`src/rtl/mem_pkg.sv`:
```
// Shared definitions for the memory-access stage: access-size encodings,
// exception codes, FSM state type and lane/alignment helpers.
package mem_pkg;

   localparam logic [2:0] SZ_B  = 3'b000;
   localparam logic [2:0] SZ_H  = 3'b001;
   localparam logic [2:0] SZ_W  = 3'b010;
   localparam logic [2:0] SZ_D  = 3'b011;
   localparam logic [2:0] SZ_BU = 3'b100;
   localparam logic [2:0] SZ_HU = 3'b101;
   localparam logic [2:0] SZ_WU = 3'b110;

   localparam logic [1:0] EXC_NONE     = 2'b00;
   localparam logic [1:0] EXC_MISALIGN = 2'b01;
   localparam logic [1:0] EXC_TIMEOUT  = 2'b10;

   typedef enum logic {ST_IDLE, ST_BUSY} state_e;

   function automatic int lanes(input int xlen);
      return xlen / 8;
   endfunction

   // size[1:0] is the log2 of the access width, so it selects how many low bits must be zero
   function automatic logic misaligned(input logic [2:0] sz, input logic [2:0] a);
      case (sz[1:0])
         2'b01:   return a[0];
         2'b10:   return |a[1:0];
         2'b11:   return |a;
         default: return 1'b0;
      endcase
   endfunction

endpackage

```
`src/rtl/load_align.sv`:
```
// Selects the addressed lane of a full aligned memory word and sign- or
// zero-extends it according to the load size.
module load_align
   import mem_pkg::*;
#(
   parameter int XLEN = 32,
   parameter int OW   = $clog2(XLEN/8)
) (
   input  logic [XLEN-1:0] rdata,
   input  logic [OW-1:0]   off,
   input  logic [2:0]      size,
   output logic [XLEN-1:0] data
);

   logic [XLEN-1:0] sh;

   always_comb begin
      sh = rdata >> {off, 3'b000};
      case (size)
         SZ_B:    data = XLEN'($signed(sh[7:0]));
         SZ_H:    data = XLEN'($signed(sh[15:0]));
         SZ_W:    data = XLEN'($signed(sh[31:0]));
         SZ_BU:   data = XLEN'(sh[7:0]);
         SZ_HU:   data = XLEN'(sh[15:0]);
         SZ_WU:   data = XLEN'(sh[31:0]);
         default: data = sh;
      endcase
   end

endmodule

```
`src/rtl/mem_stage_p.sv`:
```
// MEM pipeline stage: drives a req/ack data-memory port for loads and stores,
// passes other instructions straight to the MEM/WB register, stalls EX while busy.
module mem_stage_p
   import mem_pkg::*;
#(
   parameter int XLEN    = 32,
   parameter int ADDR_W  = 32,
   parameter int REG_W   = 5,
   parameter int TIMEOUT = 15
) (
   input  logic                CLK,
   input  logic                RESET_N,
   input  logic                ex_valid,
   output logic                ex_ready,
   input  logic                ex_load,
   input  logic                ex_store,
   input  logic [2:0]          ex_size,
   input  logic [ADDR_W-1:0]   ex_addr,
   input  logic [XLEN-1:0]     ex_alu,
   input  logic [XLEN-1:0]     ex_wdata,
   input  logic [REG_W-1:0]    ex_rd,
   input  logic                ex_regwrite,
   input  logic [31:0]         ex_pc,
   input  logic                ex_branch,
   input  logic [31:0]         ex_jaddr,
   output logic                branch_o,
   output logic [31:0]         jaddr_o,
   output logic                mem_req,
   output logic                mem_we,
   output logic [ADDR_W-1:0]   mem_addr,
   output logic [XLEN/8-1:0]   mem_be,
   output logic [XLEN-1:0]     mem_wdata,
   input  logic                mem_ack,
   input  logic [XLEN-1:0]     mem_rdata,
   output logic                wb_valid,
   output logic [REG_W-1:0]    wb_rd,
   output logic                wb_we,
   output logic [XLEN-1:0]     wb_data,
   output logic [31:0]         wb_pc,
   output logic [1:0]          wb_exc,
   output state_e              dbg_state
);

   // Handshake: EX transfers a bundle on a rising edge where ex_valid && ex_ready;
   // memory holds mem_req and all mem_* fields until the edge where mem_ack is high.

   localparam int NB = lanes(XLEN);
   localparam int OW = $clog2(NB);
   localparam int CW = (TIMEOUT > 1) ? $clog2(TIMEOUT) : 1;

   state_e            state, state_d;
   logic [CW-1:0]     cnt;
   logic              to_hit;
   logic              pass_go, mis_go, acc_go, ack_done, to_done;

   logic              lat_store, lat_regwrite;
   logic [REG_W-1:0]  lat_rd;
   logic [31:0]       lat_pc;
   logic [2:0]        lat_size;
   logic [OW-1:0]     lat_off;
   logic [XLEN-1:0]   ld_data;
   logic [NB+XLEN-1:0] st_lanes;

   // Mirror of load_align: place low-aligned store data and enables in their lanes
   function automatic logic [NB+XLEN-1:0] store_lanes(input logic [XLEN-1:0] wd,
                                                      input logic [OW-1:0]   off,
                                                      input logic [2:0]      sz);
      logic [XLEN-1:0] d;
      logic [NB-1:0]   be;
      case (sz[1:0])
         2'b00:   begin d = XLEN'(wd[7:0]);  be = NB'(1);     end
         2'b01:   begin d = XLEN'(wd[15:0]); be = NB'(3);     end
         2'b10:   begin d = XLEN'(wd[31:0]); be = NB'(4'hF);  end
         default: begin d = wd;              be = '1;         end
      endcase
      return {be << off, d << {off, 3'b000}};
   endfunction

   assign st_lanes  = store_lanes(ex_wdata, ex_addr[OW-1:0], ex_size);
   assign ex_ready  = (state == ST_IDLE);
   assign branch_o  = ex_branch & ex_valid & ex_ready;
   assign jaddr_o   = ex_jaddr;
   assign dbg_state = state;
   assign to_hit    = (TIMEOUT != 0) && (cnt == CW'(TIMEOUT - 1));

   load_align #(.XLEN(XLEN), .OW(OW)) u_load_align (
      .rdata (mem_rdata),
      .off   (lat_off),
      .size  (lat_size),
      .data  (ld_data)
   );

   always_comb begin
      state_d  = state;
      pass_go  = 1'b0;
      mis_go   = 1'b0;
      acc_go   = 1'b0;
      ack_done = 1'b0;
      to_done  = 1'b0;
      case (state)
         ST_IDLE: begin
            if (ex_valid) begin
               if (!(ex_load || ex_store)) begin
                  pass_go = 1'b1;
               end else if (misaligned(ex_size, ex_addr[2:0])) begin
                  mis_go = 1'b1;
               end else begin
                  acc_go  = 1'b1;
                  state_d = ST_BUSY;
               end
            end
         end
         default: begin
            // An ack in the same cycle as the timeout still completes the access
            if (mem_ack) begin
               ack_done = 1'b1;
               state_d  = ST_IDLE;
            end else if (to_hit) begin
               to_done = 1'b1;
               state_d = ST_IDLE;
            end
         end
      endcase
   end

   always_ff @(posedge CLK or negedge RESET_N) begin
      if (!RESET_N) begin
         state        <= ST_IDLE;
         cnt          <= '0;
         mem_req      <= 1'b0;
         mem_we       <= 1'b0;
         mem_addr     <= '0;
         mem_be       <= '0;
         mem_wdata    <= '0;
         wb_valid     <= 1'b0;
         wb_rd        <= '0;
         wb_we        <= 1'b0;
         wb_data      <= '0;
         wb_pc        <= '0;
         wb_exc       <= EXC_NONE;
         lat_store    <= 1'b0;
         lat_regwrite <= 1'b0;
         lat_rd       <= '0;
         lat_pc       <= '0;
         lat_size     <= '0;
         lat_off      <= '0;
      end else begin
         state    <= state_d;
         wb_valid <= 1'b0;
         if (pass_go) begin
            wb_valid <= 1'b1;
            wb_rd    <= ex_rd;
            wb_we    <= ex_regwrite;
            wb_data  <= ex_alu;
            wb_pc    <= ex_pc;
            wb_exc   <= EXC_NONE;
         end
         if (mis_go) begin
            wb_valid <= 1'b1;
            wb_rd    <= ex_rd;
            wb_we    <= 1'b0;
            wb_data  <= '0;
            wb_pc    <= ex_pc;
            wb_exc   <= EXC_MISALIGN;
         end
         if (acc_go) begin
            lat_store    <= ex_store;
            lat_regwrite <= ex_regwrite;
            lat_rd       <= ex_rd;
            lat_pc       <= ex_pc;
            lat_size     <= ex_size;
            lat_off      <= ex_addr[OW-1:0];
            mem_req      <= 1'b1;
            mem_we       <= ex_store;
            mem_addr     <= ex_addr & ~ADDR_W'(NB - 1);
            {mem_be, mem_wdata} <= st_lanes;
            cnt          <= '0;
         end
         if (state == ST_BUSY && !mem_ack && !to_hit && TIMEOUT != 0) begin
            cnt <= cnt + 1'b1;
         end
         if (ack_done) begin
            mem_req  <= 1'b0;
            mem_we   <= 1'b0;
            wb_valid <= 1'b1;
            wb_rd    <= lat_rd;
            wb_we    <= lat_store ? 1'b0 : lat_regwrite;
            wb_data  <= lat_store ? '0 : ld_data;
            wb_pc    <= lat_pc;
            wb_exc   <= EXC_NONE;
         end
         if (to_done) begin
            mem_req  <= 1'b0;
            mem_we   <= 1'b0;
            wb_valid <= 1'b1;
            wb_rd    <= lat_rd;
            wb_we    <= 1'b0;
            wb_data  <= '0;
            wb_pc    <= lat_pc;
            wb_exc   <= EXC_TIMEOUT;
         end
      end
   end

endmodule

```
`config.mk`:
```
export PLATFORM = sky130hd
export DESIGN_NAME = mem_stage_p
export DESIGN_NICKNAME = d
export VERILOG_FILES = /design/src/rtl/mem_pkg.sv /design/src/rtl/load_align.sv /design/src/rtl/mem_stage_p.sv
export SDC_FILE = /design/constraint.sdc
export NUM_CORES = 1
export LEC_CHECK = 0
export BUFFER_PORTS_ARGS = -buffer_cell sky130_fd_sc_hd__buf_4
export CORE_AREA = 4 4 147 149
export DETAILED_ROUTE_END_ITERATION = 16
export DIE_AREA = 0 0 151 153
export PLACE_DENSITY = 0.86
export RECOVER_POWER = 100
export SYNTH_ARGS = -nofsm -noshare
export SYNTH_HDL_FRONTEND = slang
export SYNTH_SLANG_ARGS = --single-unit
```
`constraint.sdc`:
```
create_clock -name CLK -period 3.3 [get_ports CLK]
set_clock_uncertainty 0.15 [all_clocks]
set_input_delay 0.495 -clock CLK [delete_from_list [all_inputs] [get_ports CLK]]
set_output_delay 0.495 -clock CLK [all_outputs]
set_load 0.02 [all_outputs]
```
### Yosys cells after proc, flatten, opt, wreduce, memory -nomap -nowiden

Cells that the tools add are included.
Widths: inputs -> output; s select.

| word-level totals | value |
|---|---|
| memories | 0 |
| RAM bits | 0 |
| register bits after elaboration | 190 |
| bits in latches | 0 |
| output and inout bits | 178 |
| bits in read-only memories | 0 |

| operators by class | value |
|---|---|
| multipliers | 0 |
| reduce and logical (&&, ||, !) cells | 12 |
| $add $sub $neg | 1 |
| bitwise logic cells | 3 |
| magnitude comparators | 0 |
| mux-type cells | 60 |
| eq/ne operators | 7 |
| shift operators | 3 |
| divide/modulo/power cells | 0 |

Operator list:

| kind | number |
|---|---|
| $mux 32 | 9 |
| $pmux 32 s4 | 1 |
| $pmux 32 s2 | 1 |
| $mux 1 | 37 |
| $shl 32x5->32 | 1 |
| $shr 32x5->32 | 1 |
| $mux 5 | 4 |
| $mux 2 | 4 |
| $mux 4 | 2 |
| $pmux 4 s2 | 1 |
| $eq 3x3->1 const B | 2 |
| $add 4x1->4 const B | 1 |
| $eq 2x2->1 const B | 2 |
| $eq 4x4->1 const B | 1 |
| $reduce_bool 4->1 | 1 |
| $shl 4x2->4 | 1 |
| $eq 3x1->1 const B | 1 |
| $logic_not 3->1 | 1 |
| $pmux 1 s3 | 1 |
| $reduce_bool 3->1 | 1 |
| $reduce_or 3->1 | 1 |
| $and 1x1->1 | 2 |
| $eq 2x1->1 const B | 1 |
| $logic_and 1x1->1 | 2 |
| other kinds (6) | 7 |

### Longest topological paths before layout

Gate-level depths: netlist of run 1.

| depth | value |
|---|---|
| depth after elaboration | 12 |
| gate-level depth with buffers | 9 |

### Modules after synthesis

From an unflattened synthesis of run 1, not the netlist that was laid out.

| unflattened totals | value |
|---|---|
| cells, all modules | 831 |
| area total of the unflattened synthesis | 9,535.4 um2 |

Modules (own cells, without submodules):

| module | seq. area each (um2) | area an instance (um2) | cells an instance | times used |
|---|---|---|---|---|
| mem_stage_p | 4,754.6 | 8,841.0 | 724 | 1 |
| load_align | 0.0 | 694.4 | 107 | 1 |

### Worst setup path after synthesis of run 1

OpenSTA, ideal clock, no wires.

| timing | value |
|---|---|
| kind | input-to-reg |
| start | in ex_load |
| end | reg wb_data[14] |
| slack | 1.314 ns |
| stages on the path | 6 |
| buffers on the path | 2 |
| arrival | 1.710 ns |
| cell sequence | or2_1 -> o211ai_2 -> nor2_2 -> buf_6 -> buf_6 -> a221o_1 |

| between the ends | value |
|---|---|
| word-level cells in the longest chain between the ends | 7 |
| elaborated cells on any way between the ends | 11 |

Ends and longest elaborated chain:

| what | line | source |
|---|---|---|
| start: declaration | mem_stage_p.sv:15 | `input logic ex_load,` |
| $logic_or 1x1->1 (*) | mem_stage_p.sv:103 | `if (!(ex_load \|\| ex_store)) begin` |
| $mux 1 | mem_stage_p.sv:103 |  |
| $mux 1 | mem_stage_p.sv:102 | `if (ex_valid) begin` |
| $mux 1 | mem_stage_p.sv:100 | `case (state)` |
| $mux 32 | mem_stage_p.sv:158 | `if (mis_go) begin` |
| $mux 32 | mem_stage_p.sv:182 | `if (ack_done) begin` |
| $mux 32 | mem_stage_p.sv:192 | `if (to_done) begin` |
| end signal: assignment | mem_stage_p.sv:154 | `wb_data <= ex_alu;` |
| end signal: assignment | mem_stage_p.sv:188 | `wb_data <= lat_store ? '0 : ld_data;` |
| end: declaration | mem_stage_p.sv:38 | `output logic [XLEN-1:0] wb_data,` |

Mark *: on every way between the ends. The rest lies on a longest branch, timed or not.
A chain may end at the register's enable or synchronous reset.

### Final worst setup path of run 1

| timing | value |
|---|---|
| start | in ex_addr[0] |
| end | reg mem_addr[8] |

| between the ends | value |
|---|---|
| word-level cells in the longest chain between the ends | 9 |
| elaborated cells on any way between the ends | 10 |

Ends and longest elaborated chain:

| what | line | source |
|---|---|---|
| start: declaration | mem_stage_p.sv:18 | `input logic [ADDR_W-1:0] ex_addr,` |
| $reduce_or 3->1 or $reduce_or 2->1 (tied branches) | mem_pkg.sv:28, mem_pkg.sv:27 |  |
| $pmux 1 s3 (*) | mem_pkg.sv:25 | `case (sz[1:0])` |
| $mux 1 (*) | mem_stage_p.sv:103 |  |
| $mux 1 (*) | mem_stage_p.sv:102 |  |
| $mux 1 (*) | mem_stage_p.sv:100 |  |
| $mux 1 (*) | mem_stage_p.sv:105 | `end else if (misaligned(ex_size, ex_addr[2:0])) begin` |
| $mux 1 (*) | mem_stage_p.sv:103 |  |
| $mux 1 (*) | mem_stage_p.sv:102 |  |
| $mux 1 (*) | mem_stage_p.sv:100 |  |
| end signal: assignment | mem_stage_p.sv:175 | `mem_addr <= ex_addr & ~ADDR_W'(NB - 1);` |
| end: declaration | mem_stage_p.sv:30 | `output logic [ADDR_W-1:0] mem_addr,` |

Mark *: on every way between the ends. The rest lies on a longest branch, timed or not. The select of a mux whose other input is x is not followed.

==> results of run 1 <==
[cells in the final DEF (no fill, tap or decap), drive strengths merged, types with 6 or more instances in the layout]
cell type,n
a2bb2oi,8
nor2,9
and2,10
o211ai,11
a311oi,8
nor2b,8
nand3,59
dfrtp,190
mux2,93
a21oi,20
clkbuf,167
o21ai,96
a221o,8
inv,23
a32oi,8
buf,187
mux2i,46
nand2,65
nor3,10
mux4,9
a22oi,24
clkinv,6
nand2b,10
[cells by family after synthesis]
group	after synthesis	synth area share
AOI/OAI and AO/OA	193	0.135
xor gates and xnor gates	1	0.000942
adders and majority gates	2	0.00269
buffers and inverters	107	0.0670
DFF	190	0.511
muxes	148	0.184
other	1	0.000403
and+or+nand+nor	182	0.0988
[per-layer routing]
metal | global-route usage | part of all wire | vias up
met3 | 0.0690 | 0.087 | 71
met2 | 0.369 | 0.49 | 361
met1 | 0.299 | 0.39 | 3721
met4 | 0.0920 | 0.038 | 0
li1 | - | - | 3486
met5 | 0 | 0 | -
[power by group]
part | internal [uW] | switching [uW]
sequential | 2920 | 369
combinational | 934 | 1500
clock | 1130 | 1080
total | 4980 | 2950
[cell type report]
class / instances / area (sq um) / share of cell area
flip-flops and latches: 190 / 4750 / 0.404
multi-input cells: 528 / 3940 / 0.334
repair buffers: 338 / 2040 / 0.173
clock buffers: 17 / 425 / 0.0361
well taps: 270 / 338 / 0.0287
clock inverters: 15 / 225 / 0.0191
inverters: 15 / 56.3 / 0.00478
diodes: 1 / 2.50 / 0.000212
[state kept, by name, indices dropped and copies added, names as in the netlist]
signal and count:
cnt 4, dbg_state 1, lat_off 2, lat_pc 32
lat_rd 5, lat_regwrite 1, lat_size 3, lat_store 1
mem_addr 30, mem_be 4, mem_req 1, mem_wdata 32
mem_we 1, wb_data 32, wb_exc 2, wb_pc 32
wb_rd 5, wb_valid 1, wb_we 1
[metrics by stage]
stage	hold slack [ns]	setup WS (ns)
5_1_grt	0.104	0.305
3_3_place_gp	0.314	0.754
6_report	0.126	0.432
4_1_cts	0.110	0.726
2_1_floorplan	0.0494	1.31
3_5_place_dp	0.323	0.670
[final timing paths]
kind,from,end,slack [ns],cells after the start
setup / recovery,ex_addr[0],mem_addr[8],0.43,5
hold / removal,ex_pc[15],lat_pc[15],0.13,2
setup reg to reg,dbg_state,wb_pc[10],0.56,5
hold reg to reg,mem_wdata[13],mem_wdata[13],0.33,2
max in group asynchronous,RESET_N,mem_wdata[13],0.77,3
min in group asynchronous,RESET_N,mem_addr[5],0.49,2
[worst register-to-register path, cell delays in order (launching register included)]
cell and delay (ns):
sky130_fd_sc_hd__dfrtp_1 0.65, sky130_fd_sc_hd__nand2b_1 0.32, sky130_fd_sc_hd__o211ai_1 0.41, sky130_fd_sc_hd__nor2_4 0.49, sky130_fd_sc_hd__buf_4 0.41, sky130_fd_sc_hd__o21ai_0 0.19
==> results.cfg, run 1 <==
[status]
run_status = finished, violations left
violations = capacitance limit, slew limit

[setup_path]
worstSetupEndpointType = register
maximum_fanout_along_the_worst_path = 46
max_stage_delay_ns = 1.23
path_delay_family = compound AO/OA/AOI/OAI gates
cp_slowest_cell = sky130_fd_sc_hd__o211ai_1
crit_chain = buf_4 > a21oi_2 > o211ai_1 > buf_12 > mux2_1
startpoint_type = input port
crit_type = input port to register
arrival_ns = 3.01
crit_buf_inv = 2
worstPathRequired_ns = 3.45

[die]
die_x_um = 151
floorplan.core_area_sq_mm = 0.0202
pin_count = 386
die-area_sq_mm = 0.0231
rows = 52
die_height_um = 153
floorplan.initialDensity = 0.461

[pwr]
fin_total_pwr_uw = 7930
power.ir.vdd_worst_uv = 368
p_per_area_mw_per_mm2 = 674
leak_uw = 0.00518

[routing]
viasPerCell = 5.56
drt_pass1_iterations = 5
totalWireLength_um = 27400
route.antenna.remaining_nets = 0
initialDrtViolationCount = 536
route.detailed.drc = 0
avgRoutedWirePerCell_um = 20.0
via_count = 7639

[global_routing]
grt_util_all_layers = 0.233
grt_antenna_before_repair = 1
grt_start_max_net_pins = 84
number_of_global_route_vias_before_repair = 7701
gr-total-overflow = 0
global_route_wire_length_before_repair_um = 42600

[synthesis]
synth_top_flop_cell = sky130_fd_sc_hd__dfrtp_1
synth-edff-count = 0
synth_area_per_cell_sq_um = 11.3
netlist.area_leader.share = 0.511
main_area_contributors_after_synthesis = sky130_fd_sc_hd__dfrtp_1, sky130_fd_sc_hd__mux2_2, sky130_fd_sc_hd__o21ai_0
synthesis.instances = 824
sequential_share_of_the_synthesized_area = 0.511
yosys_top_cell_by_area = sky130_fd_sc_hd__dfrtp_1
yosysWarnings = 0
count_leader_synth = sky130_fd_sc_hd__dfrtp_1
ys_ff_latch = 190
post_synth_num_cell_types = 57
synth_common_cells = sky130_fd_sc_hd__dfrtp_1, sky130_fd_sc_hd__o21ai_0, sky130_fd_sc_hd__mux2_2, sky130_fd_sc_hd__nand2_1, sky130_fd_sc_hd__nand3_1
ys_async_sr_fraction = 1.00
combined_area_of_all_synthesized_cells_sq_mm = 0.00930

[finish]
total_non_filler_cell_area_in_the_finished_layout_sq_mm = 0.0118
final_layout_size_suffix_gt1_frac = 0.302
area_growth_syn_to_layout_pct = 26.7
final_cells = 1374
finalNetCount = 1300
postLayoutCoreUtil = 0.584
fillers = 1816

[timing]
finalHoldViolCount = 0
maxSlewHeadroom = -0.0423
final_tns_setup_ns = 0
layout_worst_path_cycle_share = 0.869
worst-slew-pin-transition_ns = 1.56
rsz0062_at_grt = no
fmaxAchievable_mhz = 349
finalMaxSlewViolations = 15
final-setup-viol-count = 0
final_period_minus_worst_setup_slack_ns = 2.87

[place]
portBuffers = 319
placedInstanceArea_sq_mm = 0.0117
detailedPlacementHpwl_um = 20200
place.detailed.instances = 1340
finalWeightedCongestion = 0.930

[clock_tree]
postCtsHoldBufs = 1
clock_latency_ns = 0.44
clk_pin_slew_worst_paths_ns = 0.09
cts-buffers-inserted = 17
cts.root.buffer_cell = sky130_fd_sc_hd__clkbuf_16
htree_num_levels = 4
clock_sinks = 190
cts_setup_buffers = 0
cts_resized = 0
clock_tree_from_tritoncts = done
clockBufferDepth = 2

[hold_path]
holdCritPathClass = input port to register

[flow_run]
drv.max_cap_violation_count = 1
Power figures use the tool's default switching activity.
==> run 2, diff against run 1 <==
--- a/config.mk
+++ b/config.mk
@@ -10,6 +10,8 @@
 export DETAILED_ROUTE_END_ITERATION = 16
 export DIE_AREA = 0 0 151 153
+export GPL_TIMING_DRIVEN = 0
 export PLACE_DENSITY = 0.86
 export RECOVER_POWER = 100
+export SKIP_CTS_REPAIR_TIMING = 1
 export SYNTH_ARGS = -nofsm -noshare
 export SYNTH_HDL_FRONTEND = slang
==> constraint.sdc (replaced) <==
create_clock -name CLK -period 3.3 [get_ports CLK]
set_clock_uncertainty 0.15 [all_clocks]
set_input_delay 0.33 -clock CLK [delete_from_list [all_inputs] [get_ports CLK]]
set_output_delay 0.33 -clock CLK [all_outputs]
set_load 0.02 [all_outputs]
==> results.cfg, run 2 (synthesis gave the netlist of run 1 again) <==
[pwr]
leak_uw = 0.00572
power.ir.vdd_worst_uv = 363
p_per_area_mw_per_mm2 = 628

[finish]
final_layout_size_suffix_gt1_frac = 0.290
multi_input_area_sq_mm = 0.00391
area_growth_syn_to_layout_pct = 39.2
most-common-layout-cells = sky130_fd_sc_hd__buf_4, sky130_fd_sc_hd__clkbuf_1, sky130_fd_sc_hd__dfrtp_1
finalNetCount = 1479
most_common_library_cell_in_the_layout_ignoring_fill_and_taps = sky130_fd_sc_hd__buf_4
fillers = 1732
postLayoutCoreUtil = 0.642
seqCellArea_sq_mm = 0.00475

[routing]
avgRoutedWirePerCell_um = 21.6
route.detailed.drc = 0
route.antenna.remaining_nets = 0
viasPerCell = 5.57
drt_pass1_iterations = 5
initialDrtViolationCount = 636
totalWireLength_um = 33500
via_count = 8655

[timing]
finalMaxSlewViolations = 0
rsz0062_at_grt = no
layout_worst_path_cycle_share = 0.884
final_period_minus_worst_setup_slack_ns = 2.92
final-setup-viol-count = 0
finalHoldViolCount = 0
fmaxAchievable_mhz = 343
worst-slew-pin-transition_ns = 1.41
final_tns_setup_ns = 0
maxSlewHeadroom = 0.0613

[clock_tree]
cts-buffers-inserted = 17
cts.root.buffer_cell = sky130_fd_sc_hd__clkbuf_16
clock_sinks = 190
clk_pin_slew_worst_paths_ns = 0.08
clock_tree_from_tritoncts = done
clockBufferDepth = 2
clock_latency_ns = 0.43
htree_num_levels = 4

[flow_run]
drv.max_cap_violation_count = 0

[die]
floorplan.core_area_sq_mm = 0.0202
rows = 52
die_x_um = 151
pin_count = 386
die-area_sq_mm = 0.0231
floorplan.initialDensity = 0.461
die_height_um = 153

[setup_path]
worstPathRequired_ns = 3.47
crit_type = register to register
cpMostUsedCell = sky130_fd_sc_hd__clkbuf_1
cp_slowest_cell = sky130_fd_sc_hd__clkbuf_1
timing.reg2reg.setup_slack_ns = 0.38
arrival_ns = 3.09
maximum_fanout_along_the_worst_path = 10
worstSetupEndpointType = register
startpoint_type = register
crit_chain = clkbuf_1 > nor2b_1 > o211ai_1 > clkbuf_1 > clkbuf_2 > mux2_2
max_stage_delay_ns = 0.50

[global_routing]
grt_antenna_before_repair = 1
number_of_global_route_vias_before_repair = 8611
global_route_wire_length_before_repair_um = 47400
gr-total-overflow = 0
grt_util_all_layers = 0.265
grt_start_max_net_pins = 103

[place]
finalWeightedCongestion = 0.903
detailedPlacementHpwl_um = 24000
portBuffers = 351

[status]
run_status = finished, final reports clean

[hold_path]
holdCritPathClass = input port to register
-- run 2: critical path: cells and delay by family (launching register included) --
family | cells | cell delay (ns)
flip-flops | 1 | 0.38
multiplexers | 1 | 0.39
buffers and inverters | 3 | 1.32
AND/OR/NAND/NOR | 1 | 0.18
AO/OA/AOI/OAI | 1 | 0.38
-- run 2: per-stage QoR --
step                cell area, sq um  worst slack (ns)  power (uW)  std cells  hold slack, ns
floorplan                       9300              1.32        4900        825          -0.116
global placement               12300             0.474        6200       1446           0.314
detailed placement             12300             0.610        6330       1447           0.240
CTS                            12900             0.573        8460       1479          -0.234
global route                   12900             0.226        8530       1553         0.00207
finish                         12900             0.383        8120       1553         0.00243
-- run 2: layer usage --
metal	routed length, um	share of wire	up-vias	track usage
met5	0	0	-	0
met4	1400	0.042	0	0.101
met3	2750	0.082	109	0.0690
met2	17200	0.51	456	0.442
met1	12200	0.36	4239	0.328
li1	-	-	3851	-
-- run 2: cell type report --
| type | count | share of cell area |
|---|---|---|
| diodes | 1 | 0.000193 |
| plain buffers | 92 | 0.0412 |
| clock buffers | 17 | 0.0329 |
| clock inverters | 15 | 0.0150 |
| inverters | 15 | 0.00435 |
| multi-input cells | 528 | 0.302 |
| flip-flops and latches | 190 | 0.367 |
| well taps | 270 | 0.0261 |
| repair buffers | 425 | 0.211 |
-- run 2: final timing paths --
path / from / end / cells after the start
hold / removal: ex_alu[28] / wb_data[28] / 3
setup / recovery: dbg_state / mem_addr[30] / 6
hold reg to reg: mem_wdata[17] / mem_wdata[17] / 2
min in group asynchronous: RESET_N / mem_addr[10] / 2
setup reg to reg: dbg_state / mem_addr[30] / 6
max in group asynchronous: RESET_N / lat_pc[25] / 3
-- run 2: report_power, final --
group          switching (uW)  internal [uW]
registers                 360           2920
clock network            1090           1040
logic                    1670           1040
==> run 3, diff against run 2 <==
ABC_AREA = 1   (was unset)
PLACE_DENSITY = 0.89   (was 0.86)
==> results.cfg, run 3 <==
[setup_path]
worstPathRequired_ns = 3.51
worstSetupEndpointType = register
crit_type = register to register
arrival_ns = 2.81
maximum_fanout_along_the_worst_path = 10
startpoint_type = register

[routing]
totalWireLength_um = 37100
drt_pass1_iterations = 7
via_count = 10600
route.antenna.remaining_nets = 0
avgRoutedWirePerCell_um = 18.3
route.detailed.drc = 0
initialDrtViolationCount = 717
viasPerCell = 5.22

[synthesis]
post_synth_num_cell_types = 29
yosysWarnings = 0
synth_common_cells = sky130_fd_sc_hd__nand2_1, sky130_fd_sc_hd__dfrtp_1, sky130_fd_sc_hd__o21ai_0, sky130_fd_sc_hd__inv_1
count_leader_synth = sky130_fd_sc_hd__nand2_1
synth-edff-count = 0
netlist.area_leader.share = 0.478
synthesis.instances = 1338
sequential_share_of_the_synthesized_area = 0.478
main_area_contributors_after_synthesis = sky130_fd_sc_hd__dfrtp_1, sky130_fd_sc_hd__nand2_1, sky130_fd_sc_hd__o21ai_0
yosys_top_cell_by_area = sky130_fd_sc_hd__dfrtp_1
synth_top_flop_cell = sky130_fd_sc_hd__dfrtp_1
ys_ff_latch = 190
synth_area_per_cell_sq_um = 7.44
ys_async_sr_fraction = 1.00
combined_area_of_all_synthesized_cells_sq_mm = 0.00995

[clock_tree]
clk_pin_slew_worst_paths_ns = 0.07
cts-buffers-inserted = 17
clock_sinks = 190
cts.root.buffer_cell = sky130_fd_sc_hd__clkbuf_16
clockBufferDepth = 2
clock_latency_ns = 0.43
clock_tree_from_tritoncts = done
htree_num_levels = 4

[place]
finalWeightedCongestion = 0.947
detailedPlacementHpwl_um = 27500
place.detailed.instances = 1959
portBuffers = 349

[die]
die_height_um = 153
floorplan.initialDensity = 0.494
die_x_um = 151
floorplan.core_area_sq_mm = 0.0202
die-area_sq_mm = 0.0231
rows = 52
pin_count = 386

[status]
run_status = finished, violations left
violations = hold timing

[timing]
final_tns_setup_ns = 0
whs_ns = -0.0190
layout_worst_path_cycle_share = 0.787
worst-slew-pin-transition_ns = 0.687
final-setup-viol-count = 0
rsz0062_at_grt = no
final_period_minus_worst_setup_slack_ns = 2.60
maxSlewHeadroom = 0.542
finalHoldViolCount = 3
fmaxAchievable_mhz = 385
finalMaxSlewViolations = 0

[pwr]
power.ir.vdd_worst_uv = 349
p_per_area_mw_per_mm2 = 629
leak_uw = 0.00711

[finish]
antenna-diode-count = 0
finalNetCount = 1954
postLayoutCoreUtil = 0.653
fillers = 1900
final_cells = 2027
multi_input_area_sq_mm = 0.00417
seqCellArea_sq_mm = 0.00475
most-common-layout-cells = sky130_fd_sc_hd__nand2_1, sky130_fd_sc_hd__clkbuf_1, sky130_fd_sc_hd__buf_4
area_growth_syn_to_layout_pct = 32.4
most_common_library_cell_in_the_layout_ignoring_fill_and_taps = sky130_fd_sc_hd__nand2_1
final_layout_size_suffix_gt1_frac = 0.174

[hold_path]
holdCritPathClass = input port to register

[global_routing]
number_of_global_route_vias_before_repair = 10200
grt_start_max_net_pins = 110
global_route_wire_length_before_repair_um = 54700
grt_antenna_before_repair = 0
grt_util_all_layers = 0.302
gr-total-overflow = 0

[flow_run]
drv.max_cap_violation_count = 0
-- run 3: per-stage QoR --
stage | hold WS (ns) | total power [uW] | area (sq um) | setup WS, ns
2_1_floorplan | -0.116 | 5110 | 9960 | 1.53
3_3_place_gp | 0.313 | 6510 | 12900 | 0.482
3_5_place_dp | 0.222 | 6600 | 13000 | 1.14
4_1_cts | -0.243 | 8630 | 13500 | 1.23
5_1_grt | 0.00336 | 8760 | 13200 | 0.542
6_report | -0.0190 | 8290 | 13200 | 0.703
-- run 3: where the power goes --
group          leakage [uW]  internal (uW)  switching [uW]
Sequential          0.00239           2900             350
Clock              0.000283           1010            1030
Combinational       0.00444            942            2050
-- run 3: cells by family (layout without fill, tap and decap cells) --
family,after synthesis,count (layout),share of synthesized area
compound gates,187,187,0.114
xor+xnor,1,1,0.000880
fa+ha+maj,2,2,0.00251
buf+inv,197,615,0.102
flops,190,190,0.478
other cells,1,2,0.000377
simple gates,760,760,0.303
-- run 3: worst paths after layout --
kind,slack (ns),cells after the start,start,endpoint
hold / removal,-0.02,3,ex_rd[2],lat_rd[2]
setup reg to reg,0.70,10,cnt[0],wb_data[5]
max in group asynchronous,1.67,3,RESET_N,mem_addr[21]
hold reg to reg,0.33,2,wb_data[22],wb_data[22]
setup / recovery,0.70,10,cnt[0],wb_data[5]
min in group asynchronous,0.33,2,RESET_N,wb_data[13]
-- run 3: area by class of cell --
| class | count | area share |
|---|---|---|
| Buffer | 114 | 0.0506 |
| Clock buffer | 18 | 0.0326 |
| Clock inverter | 14 | 0.0111 |
| Inverter | 83 | 0.0236 |
| Multi-Input combinational cell | 952 | 0.317 |
| Sequential cell | 190 | 0.361 |
| Tap cell | 270 | 0.0256 |
| Timing Repair Buffer | 386 | 0.179 |
-- run 3: metal layers --
metal | share of wire | vias to the layer above | wire length [um] | track usage
met4 | 0.043 | 0 | 1600 | 0.117
met1 | 0.38 | 4975 | 14000 | 0.372
li1 | - | 4967 | - | -
met3 | 0.089 | 105 | 3290 | 0.0723
met5 | 0 | - | 0 | 0
met2 | 0.49 | 542 | 18200 | 0.512
-- run 3: critical path: stages, from the launching register on --
cell,delay (ns)
sky130_fd_sc_hd__dfrtp_1,0.37
sky130_fd_sc_hd__inv_1,0.08
sky130_fd_sc_hd__ha_1,0.21
sky130_fd_sc_hd__nand3_1,0.10
sky130_fd_sc_hd__nor3_1,0.09
sky130_fd_sc_hd__nor2_1,0.30
sky130_fd_sc_hd__nand3_2,0.13
sky130_fd_sc_hd__inv_1,0.33
sky130_fd_sc_hd__clkbuf_1,0.53
sky130_fd_sc_hd__nand2_1,0.14
sky130_fd_sc_hd__nand2_1,0.11
